`src/rtl/fp_cmd_pkg.sv`:
```
// rtl/fp_cmd_pkg.sv - opcode, state and status-bit definitions for the command sequencer
`timescale 1ns/1ps
package fp_cmd_pkg;

  typedef enum logic [3:0] {
    OP_NOP     = 4'h0,
    OP_ADD     = 4'h1,
    OP_SUB     = 4'h2,
    OP_ACC     = 4'h3,
    OP_MUL     = 4'h4,
    OP_CLRACC  = 4'h5,
    OP_CLRSTAT = 4'hF
  } opcode_e;

  typedef enum logic {
    S_IDLE,
    S_EXEC
  } state_e;

  localparam int ST_BUSY    = 0;
  localparam int ST_ILLEGAL = 1;
  localparam int ST_OVERRUN = 2;
  localparam int ST_OVF     = 3;
  localparam int ST_OP_LSB  = 12;
  localparam int ST_CNT_LSB = 16;

endpackage

```
`src/rtl/fp_shift_mul.sv`:
```
// rtl/fp_shift_mul.sv - iterative shift-add multiplier, one partial product per cycle
`timescale 1ns/1ps
module fp_shift_mul #(
  parameter int W = 32
) (
  input  logic           clk,
  input  logic           reset,
  input  logic           start,
  input  logic [W-1:0]   a,
  input  logic [W-1:0]   b,
  output logic           busy,
  output logic           done,
  output logic [2*W-1:0] product
);

  localparam int IW = $clog2(W);

  logic [2*W-1:0] mcand_q;
  logic [W-1:0]   mplier_q;
  logic [2*W-1:0] prod_q;
  logic [IW-1:0]  iter_q;
  logic           busy_q;
  logic [2*W-1:0] partial;

  // product includes the current iteration, so it is complete in the same cycle done is high
  assign partial = mplier_q[0] ? mcand_q : '0;
  assign product = prod_q + partial;
  assign done    = busy_q && (iter_q == IW'(W - 1));
  assign busy    = busy_q;

  always_ff @(posedge clk) begin
    if (reset) begin
      mcand_q  <= '0;
      mplier_q <= '0;
      prod_q   <= '0;
      iter_q   <= '0;
      busy_q   <= 1'b0;
    end else if (start) begin
      mcand_q  <= {{W{1'b0}}, a};
      mplier_q <= b;
      prod_q   <= '0;
      iter_q   <= '0;
      busy_q   <= 1'b1;
    end else if (busy_q) begin
      prod_q   <= product;
      mcand_q  <= mcand_q << 1;
      mplier_q <= mplier_q >> 1;
      iter_q   <= iter_q + 1'b1;
      if (done) begin
        busy_q <= 1'b0;
      end
    end
  end

endmodule

```
`src/rtl/fp_cmd_sequencer.sv`:
```
// rtl/fp_cmd_sequencer.sv - toggle-launched command sequencer with ALU, accumulator and status
`timescale 1ns/1ps
module fp_cmd_sequencer
  import fp_cmd_pkg::*;
#(
  parameter int CNT_W      = 16,
  parameter int MUL_CYCLES = 32
) (
  input  logic        okClk,
  input  logic        reset,
  input  logic [31:0] cmd_in,
  input  logic [31:0] a_in,
  input  logic [31:0] b_in,
  output logic [31:0] result_out,
  output logic [31:0] status_out,
  output logic        done_pulse,
  output logic        busy
);

  state_e            state_q, state_d;
  logic              go_prev_q;
  logic [3:0]        op_q, op_d;
  logic [31:0]       a_q, a_d, b_q, b_d;
  logic [31:0]       acc_q, acc_d;
  logic [31:0]       result_q, result_d;
  logic [31:0]       status_q, status_d;
  logic [CNT_W-1:0]  cnt_q, cnt_d;
  logic              ovf_q, ovf_d, ovr_q, ovr_d, ill_q, ill_d;
  logic              done_q, done_d;
  logic              toggle, complete, mul_start, mul_done;
  logic [63:0]       mul_product;
  logic              unused_mul_busy;
  logic              unused_cmd;

  assign unused_cmd = ^cmd_in[30:4];
  assign toggle     = (cmd_in[31] != go_prev_q);

  fp_shift_mul #(.W(MUL_CYCLES)) u_mul (
    .clk     (okClk),
    .reset   (reset),
    .start   (mul_start),
    .a       (a_d),
    .b       (b_d),
    .busy    (unused_mul_busy),
    .done    (mul_done),
    .product (mul_product)
  );

  always_comb begin
    state_d   = state_q;
    op_d      = op_q;
    a_d       = a_q;
    b_d       = b_q;
    acc_d     = acc_q;
    result_d  = result_q;
    cnt_d     = cnt_q;
    ovf_d     = ovf_q;
    ovr_d     = ovr_q;
    ill_d     = ill_q;
    done_d    = 1'b0;
    mul_start = 1'b0;
    complete  = 1'b0;
    case (state_q)
      S_IDLE: begin
        if (toggle) begin
          op_d      = cmd_in[3:0];
          a_d       = a_in;
          b_d       = b_in;
          state_d   = S_EXEC;
          mul_start = (cmd_in[3:0] == OP_MUL);
        end
      end
      S_EXEC: begin
        if (op_q == OP_MUL) begin
          if (mul_done) begin
            complete = 1'b1;
            result_d = mul_product[31:0];
            if (|mul_product[63:32]) ovf_d = 1'b1;
          end
        end else begin
          complete = 1'b1;
          case (op_q)
            OP_NOP:     begin end
            OP_ADD:     result_d = a_q + b_q;
            OP_SUB:     result_d = a_q - b_q;
            OP_ACC:     begin acc_d = acc_q + a_q; result_d = acc_d; end
            OP_CLRACC:  begin acc_d = '0; result_d = '0; end
            OP_CLRSTAT: begin ovf_d = 1'b0; ovr_d = 1'b0; ill_d = 1'b0; end
            default:    ill_d = 1'b1;
          endcase
        end
        // a toggle while executing (even on the completion edge) is dropped, never queued
        if (toggle) ovr_d = 1'b1;
      end
      default: state_d = S_IDLE;
    endcase
    if (complete) begin
      cnt_d   = cnt_q + 1'b1;
      done_d  = 1'b1;
      state_d = S_IDLE;
    end
    status_d                        = '0;
    status_d[ST_CNT_LSB +: 16]      = 16'(cnt_q);
    status_d[ST_OP_LSB +: 4]        = op_q;
    status_d[ST_OVF]                = ovf_q;
    status_d[ST_OVERRUN]            = ovr_q;
    status_d[ST_ILLEGAL]            = ill_q;
    status_d[ST_BUSY]               = (state_q == S_EXEC);
  end

  always_ff @(posedge okClk) begin
    go_prev_q <= cmd_in[31];
    if (reset) begin
      state_q  <= S_IDLE;
      op_q     <= '0;
      a_q      <= '0;
      b_q      <= '0;
      acc_q    <= '0;
      result_q <= '0;
      status_q <= '0;
      cnt_q    <= '0;
      ovf_q    <= 1'b0;
      ovr_q    <= 1'b0;
      ill_q    <= 1'b0;
      done_q   <= 1'b0;
    end else begin
      state_q  <= state_d;
      op_q     <= op_d;
      a_q      <= a_d;
      b_q      <= b_d;
      acc_q    <= acc_d;
      result_q <= result_d;
      status_q <= status_d;
      cnt_q    <= cnt_d;
      ovf_q    <= ovf_d;
      ovr_q    <= ovr_d;
      ill_q    <= ill_d;
      done_q   <= done_d;
    end
  end

  assign result_out = result_q;
  assign status_out = status_q;
  assign done_pulse = done_q;
  assign busy       = (state_q == S_EXEC);

endmodule

```
`config.mk`:
```
export PLATFORM = sky130hd
export DESIGN_NAME = fp_cmd_sequencer
export DESIGN_NICKNAME = d
export VERILOG_FILES = /design/src/rtl/fp_cmd_pkg.sv /design/src/rtl/fp_shift_mul.sv /design/src/rtl/fp_cmd_sequencer.sv
export SDC_FILE = /design/constraint.sdc
export NUM_CORES = 1
export LEC_CHECK = 0
export ABC_AREA = 1
export ABC_CLOCK_PERIOD_IN_PS = 6400
export BUFFER_PORTS_ARGS = -buffer_cell sky130_fd_sc_hd__buf_2
export CORE_ASPECT_RATIO = 1.5
export CORE_MARGIN = 2
export CORE_UTILIZATION = 35
export CTS_CLUSTER_DIAMETER = 30
export DETAILED_ROUTE_END_ITERATION = 12
export HOLD_SLACK_MARGIN = 0.06
export MAX_ROUTING_LAYER = met4
export PLACE_DENSITY = 0.6
export SYNTH_ARGS = -nofsm -noshare
export SYNTH_HDL_FRONTEND = slang
export SYNTH_SLANG_ARGS = --single-unit
```
`constraint.sdc`:
```
create_clock -name okClk -period 6.4 [get_ports okClk]
set_input_delay 0.32 -clock okClk [delete_from_list [all_inputs] [get_ports okClk]]
set_output_delay 0.32 -clock okClk [all_outputs]
set_load 0.02 [all_outputs]
```
==> results.ini, run 1 <==
[global_route]
grt-ovfl-total=0
antenna_found_initial=0
grt_util_met2_pct=47.9
grt_max_degree=78
use_met3_pct=2.96
top_usage_layer=met2
grt_pass1_vias=23695
grt_util_met1_pct=23.4
grtUsageTotal_pct=25.3
grt_first_pass_wirelength_um=131000

[cts]
cts_post_setup_buffers_inserted=0
cts-resized-gates=0
numClockSinks=344
hold_buffers=62
cts_tree=done
clk_pin_slew_ns=0.05
numCtsBuffers=70
cts_max_level=3
worstSkewPairLatency_ns=0.62
root_buffer=clkbuf_16
clock_path_buffers=3

[power_and_ir_drop]
p_switching_uw=2240
p_leak_uw=0.0140
p_int_uw=5040
power_frac_clock_pct=51.5
seqPwrFrac_pct=31.9
irDropWorstVdd_mv=0.216
p_sw_share_pct=30.7
power_density_nw_per_um2=261
p_comb_share_pct=16.6

[critical_path]
required_ns=6.91
startpoint_type=flip-flop
end_kind=flip-flop
r2r-start=u_mul.mplier_q[0]
reg2reg_slack_ns=2.01
setup.worst_path.class=reg -> reg
critPathMaxFanout=49
crit_path_end=ovf_q
r2r_cells=19
timing.rr.end=ovf_q
crit_start=u_mul.mplier_q[0]
cp.arrival_ns=4.90

[hold_path]
min-delay-start=a_in[15]
hp-class=in -> reg

[placed_design]
place.gp.congestion=1.02
port_buffers=128
place_ws_ns=1.95
place_area_um2=24800
dp_hpwl_um=68600

[timing]
setup_slack_ns=2.01
post-route-period-util_pct=68.6
period_needed_ns=4.39
fmax_ghz=0.228
maxSlewViolCount=0
relSlewSlack_pct=23.8
hold_violations=0
setup_tns_ns=0
rsz0062_at_grt=no
tightest_slew_ns=1.14
skew_ns=0.0269
setup_viol=0

[routing]
drt_iter0_markers=1245
finalWirelength_um=86700
viasPerCell=4.98
ant_nets=0
wl_per_cell_um=18.0
first_pass_iters=7
via_count=23961
drc_errors=0

[yosys]
yosysSeqAreaShare_pct=29.4
ys_warn_count=0
syn_area_per_cell_um2=6.32
synth-seq-cells=344
synth_cells=3705
ys_types=57
synth_area_um2=23400

[final_layout]
layout-drive-gt1-share_pct=9.33
finalInstanceArea_um2=27900
final_net_count=4098
area_growth_pct=19.1

[die]
start_util_pct=35.3
core_area_um2=66500
dieArea_um2=69100
placementRows=116
num_io_pins=164
dieHeight_um=321
die-width_um=215

[status]
status=complete, no violations

[run]
maxCapViolCount=0

-- flip-flops by register name, indices dropped and copies added, names as in the netlist --
name / flops
result_out: 32
u_mul.mcand_q: 64
cnt_q: 16
ovr_q: 1
u_mul.iter_q: 5
acc_q: 32
busy: 1
status_out: 24
ill_q: 1
b_q: 32
u_mul.busy: 1
u_mul.prod_q: 64
a_q: 32
done_pulse: 1
ovf_q: 1
u_mul.mplier_q: 32
go_prev_q: 1
op_q: 4
-- per-stage QoR --
stage | utilization [%] | power (uW) | std cells | hold WS [ns]
5_1_grt | 42.0 | 7550 | 4808 | 0.0884
6_report | 42.0 | 7270 | 4809 | 0.0933
4_1_cts | 42.0 | 7330 | 4808 | 0.0602
3_3_place_gp | 37.4 | 3530 | 4619 | 0.403
3_5_place_dp | 37.4 | 3520 | 4619 | 0.410
2_1_floorplan | - | 3120 | 3712 | 0.348
-- cells in the final DEF, fill, tap and decap left out, drive strengths merged, types with 24 or more instances in the layout --
cell	count
dlygate4sd3	62
dfxtp	344
nand3	160
o22ai	38
a211oi	47
ha	129
buf	150
nor2	409
nand2	1052
inv	572
a21oi	282
o21ai	186
clkbuf	82
xnor2	25
nor3	37
xor2	67
nand4	24
o211ai	39
mux2i	33
-- worst min path at each step --
stage | to | slack [ns] | depth (start not counted)
after floorplan | go_prev_q | 0.35 | 0
after global placement | status_out[2] | 0.40 | 2
after detailed placement | status_out[2] | 0.41 | 2
after CTS | a_q[30] | 0.06 | 3
after global routing | a_q[15] | 0.09 | 3
final | a_q[15] | 0.09 | 3
-- critical path: stages (launching register included) --
cell and delay, ns:
dfxtp_2 1.05, buf_4 0.39, nand2_1 0.08, inv_1 0.06, ha_1 0.27, nand2_1 0.16
nor2_1 0.24, inv_1 0.07, nor2_1 0.22, inv_1 0.12, nor3_1 0.41, nand2_1 0.14
nand3_1 0.09, nand2_1 0.07, nor2_1 0.10, nand2_1 0.09, nor2_1 0.33, nand3_1 0.22
nand2_1 0.10, nand2_1 0.04
-- cells in the mapped netlist (all sizes together) --
cell / count / area, um2
nand3: 160 / 826
nand4: 24 / 150
o21a: 4 / 30.0
a41oi: 1 / 8.76
mux2i: 33 / 330
o21ai: 186 / 935
o21bai: 23 / 180
nand2: 1052 / 3980
o211ai: 39 / 293
ha: 129 / 1610
a32o: 2 / 20.0
o2111ai: 2 / 17.5
conb: 1 / 3.75
a211oi: 47 / 353
a31oi: 14 / 87.6
xnor2: 25 / 219
buf: 43 / 228
fa: 3 / 60.1
o22a: 1 / 8.76
nor2: 409 / 1620
xor2: 67 / 587
nor3b: 1 / 7.51
and3: 4 / 25.0
o221a: 3 / 33.8
dfxtp: 344 / 6890
o221ai: 5 / 43.8
and2: 1 / 6.26
inv: 558 / 2090
clkbuf: 85 / 319
a221oi: 4 / 35.0
a21o: 10 / 75.1
nor4: 14 / 115
nand3b: 23 / 173
clkinv: 3 / 11.3
a21boi: 6 / 45.1
or2: 21 / 131
o22ai: 38 / 238
a21oi: 282 / 1420
o31a: 1 / 8.76
nor3: 37 / 221
-- cell type report --
cell class	instances	area (um2)
fillers	7233	38600
multi-input cells	2679	13900
flip-flops and latches	344	6890
inverters	561	2110
clock buffers	82	1900
repair buffers	212	1430
well taps	885	1110
clock inverters	45	533
diodes	1	2.50
-- power by group through the flow --
stage | clock network (uW) | logic, uW | registers [uW]
4_1_cts | 3810 | 1200 | 2320
2_1_floorplan | 0 | 774 | 2350
3_5_place_dp | 0 | 1160 | 2360
6_report | 3740 | 1210 | 2320
3_3_place_gp | 0 | 1160 | 2360
5_1_grt | 3900 | 1320 | 2330
-- routing by layer --
layer  wire (um)  share of wire, %
met4        6790               7.8
met5           0                 0
met1       31000                36
met2       46200                53
met3        2720               3.1
-- cell families (layout without fill, tap and decap cells) --
logic type,Yosys count,in the layout,synth area share [%]
other,1,9,0.0160
muxes,33,33,1.41
and+or+nand+nor,1746,1746,30.9
buffers and inverters,689,900,11.3
xor gates and xnor gates,92,92,3.44
adders and majority gates,132,132,7.14
DFF,344,344,29.4
AOI/OAI and AO/OA,668,668,16.3
Note: power is estimated with default switching activity, not from simulation.
==> inputs of run 2 (changes only) <==
--- a/config.mk
+++ b/config.mk
@@ -6,7 +6,7 @@
 export NUM_CORES = 1
 export LEC_CHECK = 0
 export ABC_AREA = 1
-export ABC_CLOCK_PERIOD_IN_PS = 6400
+export ABC_CLOCK_PERIOD_IN_PS = 4000
 export BUFFER_PORTS_ARGS = -buffer_cell sky130_fd_sc_hd__buf_2
 export CORE_ASPECT_RATIO = 1.5
 export CORE_MARGIN = 2
@@ -15,7 +15,7 @@
 export DETAILED_ROUTE_END_ITERATION = 12
 export HOLD_SLACK_MARGIN = 0.06
 export MAX_ROUTING_LAYER = met4
-export PLACE_DENSITY = 0.6
+export PLACE_DENSITY = 0.62
 export SYNTH_ARGS = -nofsm -noshare
 export SYNTH_HDL_FRONTEND = slang
 export SYNTH_SLANG_ARGS = --single-unit
==> constraint.sdc (replaced) <==
create_clock -name okClk -period 4 [get_ports okClk]
set_input_delay 0.2 -clock okClk [delete_from_list [all_inputs] [get_ports okClk]]
set_output_delay 0.2 -clock okClk [all_outputs]
set_load 0.02 [all_outputs]
==> results.ini, run 2 (synthesis results as in run 1) <==
[timing]
setup_viol=0
period_needed_ns=3.84
rsz0062_at_grt=yes
setup_tns_ns=0
whs_ns=0.129
post-route-period-util_pct=96.0
hold_violations=0
relSlewSlack_pct=23.0
fmax_ghz=0.261
setup_slack_ns=0.161
tightest_slew_ns=1.15
maxSlewViolCount=0
skew_ns=0.0310

[cts]
clk_pin_slew_ns=0.05
cts_tree=done
clock_path_buffers=3
numClockSinks=344
worstSkewPairLatency_ns=0.63
root_buffer=clkbuf_16
cts_max_level=3
numCtsBuffers=75

[critical_path]
timing.rr.end=result_out[30]
setup.worst_path.class=reg -> reg
critPathMaxFanout=4
r2r_cells=26
crit_path_end=result_out[30]
crit_start=b_q[1]
end_kind=flip-flop
startpoint_type=flip-flop
required_ns=4.48
r2r-start=b_q[1]
reg2reg_slack_ns=0.16
cp.arrival_ns=4.32

[status]
status=complete, no violations

[hold_path]
hp-class=in -> reg
hold_depth=4
min-delay-start=reset

[die]
die-width_um=215
core_area_um2=66500
placementRows=116
dieHeight_um=321
dieArea_um2=69100
start_util_pct=35.3
num_io_pins=164

[routing]
viasPerCell=4.98
first_pass_iters=5
ant_nets=0
wl_per_cell_um=18.0
drt_iter0_markers=1342
finalWirelength_um=88100
via_count=24389
drc_errors=0

[power_and_ir_drop]
p_switching_uw=3650
seqPwrFrac_pct=31.0
p_int_uw=8350
p_leak_uw=0.0145
p_comb_share_pct=17.7
p_sw_share_pct=30.5
power_density_nw_per_um2=416
irDropWorstVdd_mv=0.501
power_frac_clock_pct=51.3

[final_layout]
layout-drive-gt1-share_pct=11.8
top_regs=u_mul.mcand_q x64, u_mul.prod_q x64
utilization_pct=43.4
final_cell_mix=nand2_1, inv_1, nor2_1, dfxtp_1, a21oi_1
finalInstanceArea_um2=28900
diodes=0
mostFrequentLayoutCell=nand2_1
final_net_count=4191
area_growth_pct=23.2

[placed_design]
place.gp.congestion=0.986
dp_hpwl_um=69900
port_buffers=128
place_ws_ns=0.0206
place_area_um2=25400

[global_route]
grt_pass1_vias=24198
grt_max_degree=135
grtUsageTotal_pct=25.8
grt_first_pass_wirelength_um=133000
antenna_found_initial=1
grt-ovfl-total=0

[run]
maxCapViolCount=0

## run 2: cell count changes in the layout (fill, tap and decap cells not counted), moves of 5 or more
cell | before | now
o21ai_0 | 176 | 171
buf_12 | 0 | 5
clkbuf_8 | 10 | 5
inv_1 | 548 | 543
clkbuf_16 | 70 | 75
clkinvlp_4 | 11 | 2
inv_2 | 12 | 17
buf_4 | 22 | 97
dlygate4sd3_1 | 62 | 69
clkbuf_1 | 2 | 14
## run 2: metrics by stage
step / power, uW / cells
2_1_floorplan: 5000 / 3712
3_3_place_gp: 5760 / 4692
3_5_place_dp: 5760 / 4692
4_1_cts: 12000 / 4894
5_1_grt: 12500 / 4902
6_report: 12000 / 4902
## run 2: worst min-delay path by stage
stage,to,slack [ns]
after floorplan,go_prev_q,0.23
after global placement,go_prev_q,0.35
after detailed placement,go_prev_q,0.35
after CTS,cnt_q[6],0.09
after global routing,cnt_q[3],0.13
final,cnt_q[3],0.13
## run 2: power by group through the flow
stage          clock network (uW)  logic (uW)  registers [uW]
3_5_place_dp                    0        1990            3780
6_report                     6150        2130            3720
4_1_cts                      6250        2060            3710
3_3_place_gp                    0        1990            3780
2_1_floorplan                   0        1240            3760
5_1_grt                      6410        2340            3730
## run 2: worst max-delay path, cell delays in order, from the launching register on
cell and delay (ns):
dfxtp_2 0.32, inv_2 0.07, ha_4 0.13, inv_2 0.04, nor3_4 0.18, and3_1 0.19
inv_2 0.05, nor2_4 0.15, nand4_1 0.17, nor2_1 0.15, buf_4 0.16, nand2_4 0.06
o21ai_4 0.19, o21ai_2 0.08, xor2_1 0.18, ha_1 0.35, buf_4 0.16, inv_1 0.09
o21bai_1 0.08, a21oi_1 0.16, nand2_1 0.08, a31oi_2 0.16, nand3_1 0.09, nand3_1 0.08
nand3_1 0.12, nand3_1 0.11, a21oi_1 0.07
## run 2: area by class of cell
cell class	count	area, um2
fill	7155	37600
multi-input combinational	2679	14100
sequential	344	6890
timing repair buffer	300	2180
inverter	561	2110
clock buffer	94	2000
tap	885	1110
clock inverter	39	497
## run 2: what timing repair did
action | 4_1_cts | 5_1_grt
endpoints found under the hold margin | 117 | 0
setup buffers | 0 | 8
endpoints found under the setup margin | 1 | 13
hold buffers | 69 | 0
resized for setup | 1 | 45
pin swaps | 0 | 21
## run 2: routing by layer
layer / vias to the layer above / part of all wire [%] / track usage [%]
met5: - / 0 / -
met4: 0 / 8.5 / 19.7
met3: 295 / 3.6 / 3.36
met2: 575 / 52 / 47.7
met1: 11094 / 36 / 24.1
li1: 12425 / - / -
==> inputs of run 3 (changes only) <==
--- a/config.mk
+++ b/config.mk
@@ -18,4 +18,5 @@
 export PLACE_DENSITY = 0.62
 export SYNTH_ARGS = -nofsm -noshare
 export SYNTH_HDL_FRONTEND = slang
+export SYNTH_HIERARCHICAL = 1
 export SYNTH_SLANG_ARGS = --single-unit
==> results.ini, run 3 <==
[critical_path]
end_kind=flip-flop
crit_start=op_q[0]
required_ns=4.55
cp.arrival_ns=4.22
path_cells=inv_2 > nand3_1 > buf_4 > inv_2 > buf_4 > a21oi_1 > xor2_1 > ha_1 > nand2_1 > inv_1 > nand2_1 > nand2_1 > a21oi_1 > nand3_1 > nand2_1 > nand3_1 > nand3_1 > nand2_1 > a21oi_1
critPathMaxStageDelay_ns=0.40
timing.rr.end=result_out[18]
reg2reg_slack_ns=0.33
cpLargestDelayFamily=simple AND/OR/NAND/NOR gates
cp_slowest_cell=dfxtp_1
r2r-start=op_q[0]
cp_num_buf_inv=5
r2r_cells=19
critPathMaxFanout=14
setup.worst_path.class=reg -> reg
startpoint_type=flip-flop
crit_top_cell=nand2_1

[routing]
first_pass_iters=8
wl_per_cell_um=17.5
ant_nets=0
finalWirelength_um=99700
drt_iter0_markers=1617
viasPerCell=4.85
drc_errors=0
via_count=27692

[power_and_ir_drop]
irDropWorstVdd_mv=0.268
p_leak_uw=0.0175
power_density_nw_per_um2=403

[timing]
setup_tns_ns=0
skew_ns=0.0197
rsz0062_at_grt=no
post-route-period-util_pct=91.8
setup_viol=0
maxSlewViolCount=0
period_needed_ns=3.67
relSlewSlack_pct=24.8
tightest_slew_ns=1.13
whs_ns=0.270
fmax_ghz=0.272
hold_violations=0

[cts]
clock_path_buffers=3
numCtsBuffers=75
worstSkewPairLatency_ns=0.62
cts_tree=done
root_buffer=clkbuf_16
cts_post_setup_buffers_inserted=0
numClockSinks=344
cts_max_level=3
clk_pin_slew_ns=0.05

[die]
placementRows=122
start_util_pct=35.3
num_io_pins=164
die-width_um=227
dieArea_um2=76900
dieHeight_um=339
core_area_um2=73900

[hold_path]
min-delay-start=cmd_in[31]
hp-class=in -> reg
hold_end=go_prev_q
hold_depth=2

[yosys]
synth-seq-cells=344
synth_cells=4449
synth_area_um2=26100
syn_area_per_cell_um2=5.87
synthFlopType=dfxtp_1
yosysSeqAreaShare_pct=26.4
yosysMostFrequentCell=nand2_1
ys_warn_count=6
postSynth.asyncResetShare_pct=0
synth_top_area_cell=dfxtp_1
synth-edff-count=0
synth_top_area_share_pct=26.4
ys_types=54
synth_common_cells=nand2_1, inv_1, nor2_1
yosys-top-cells-area=dfxtp_1, nand2_1, inv_1

[placed_design]
place.gp.congestion=1.04
dp_hpwl_um=79000
dp_cells=5510
place_area_um2=28100
port_buffers=128

[final_layout]
mostFrequentLayoutCell=nand2_1
top_regs=u_mul/mcand_q x64, u_mul/prod_q x64
final_cells=5713
final_net_count=4895
area_growth_pct=20.0
finalInstanceArea_um2=31300
final_cell_mix=nand2_1, inv_1, nor2_1, dfxtp_1, a21oi_1
layout-drive-gt1-share_pct=10.0
num-fill-cells=8060

[global_route]
grtUsageTotal_pct=26.5
grt_pass1_vias=27025
grt-ovfl-total=0
grt_first_pass_wirelength_um=151000
grt_max_degree=171
antenna_found_initial=3

[status]
status=complete, no violations

[run]
maxCapViolCount=0

==> run 3: cell types whose count changed after synthesis, sizes merged, moves of 33 or more <==
| cell | delta |
|---|---|
| a211oi | +33 |
| inv | +343 |
| mux2i | -33 |
| nand2 | +348 |
| nand3 | +67 |
| nor2 | +47 |
| nor3 | +44 |
| o211ai | -33 |
| o21ai | -83 |
| o221ai | +41 |
| o22ai | -38 |
| or2 | +35 |
==> run 3: how the worst max path moves through the flow <==
stage,endpoint,slack [ns],depth (start not counted)
after floorplan,ovf_q,1.06,22
after global placement,ovf_q,0.30,23
after detailed placement,ovf_q,0.28,23
after CTS,ovf_q,0.28,23
after global routing,result_out[26],0.05,21
final,result_out[18],0.33,19
==> run 3: kinds of logic (layout without fill, tap and decap cells) <==
logic type	count (synthesis)	in the layout	synth area share (%)
fa+ha+maj	132	132	6.41
flops	344	344	26.4
xor+xnor	81	81	2.80
simple gates	2288	2288	36.5
buf+inv	1050	1314	15.4
compound gates	553	553	12.4
other cells	1	9	0.0144
==> run 3: what timing repair did <==
action / CTS / global route
setup endpoints to repair: 0 / 1
gates resized for setup: 0 / 1
hold endpoints to repair: 104 / 0
hold buffers: 70 / 0
==> run 3: cell type report <==
type                       instances  area [um2]  area share, %
clock buffer                      96        2090           6.66
antenna                            1        2.50        0.00799
tap                              992        1240           3.96
multi-input combinational       3062       15200           48.6
sequential                       344        6890           22.0
inverter                         902        3390           10.8
timing repair buffer             280        2040           6.51
clock inverter                    36         442           1.41
==> run 3: power breakdown <==
part	switching, uW	internal (uW)	total (uW)	leakage, uW
sequential	185	3600	3780	0.00280
clock	2080	4130	6210	0.00124
combinational	1790	853	2640	0.0134
total	4050	8580	12600	0.0175
==> run 3: per-layer routing <==
layer | track usage (%) | routed length, um | part of all wire [%]
met1 | 26.2 | 36800 | 37
met2 | 46.3 | 49200 | 49
met3 | 3.58 | 4570 | 4.6
met4 | 20.8 | 9160 | 9.2
met5 | - | 0 | 0
==> run 3: worst register-to-register path: stages, from the launching register on <==
cell and delay, ns:
dfxtp_1 0.40, inv_2 0.11, nand3_1 0.10, buf_4 0.26
inv_2 0.09, buf_4 0.19, a21oi_1 0.16, xor2_1 0.34
ha_1 0.38, nand2_1 0.17, inv_1 0.05, nand2_1 0.08
nand2_1 0.07, a21oi_1 0.27, nand3_1 0.11, nand2_1 0.06
nand3_1 0.26, nand3_1 0.32, nand2_1 0.08, a21oi_1 0.11
==> run 3: metrics by stage <==
stage	total power [uW]	setup slack, ns	utilization (%)
CTS	12700	0.276	42.4
global route	13100	0.0477	42.4
floorplan	5380	1.06	-
global placement	6380	0.302	38.0
finish	12600	0.326	42.4
detailed placement	6390	0.278	38.0
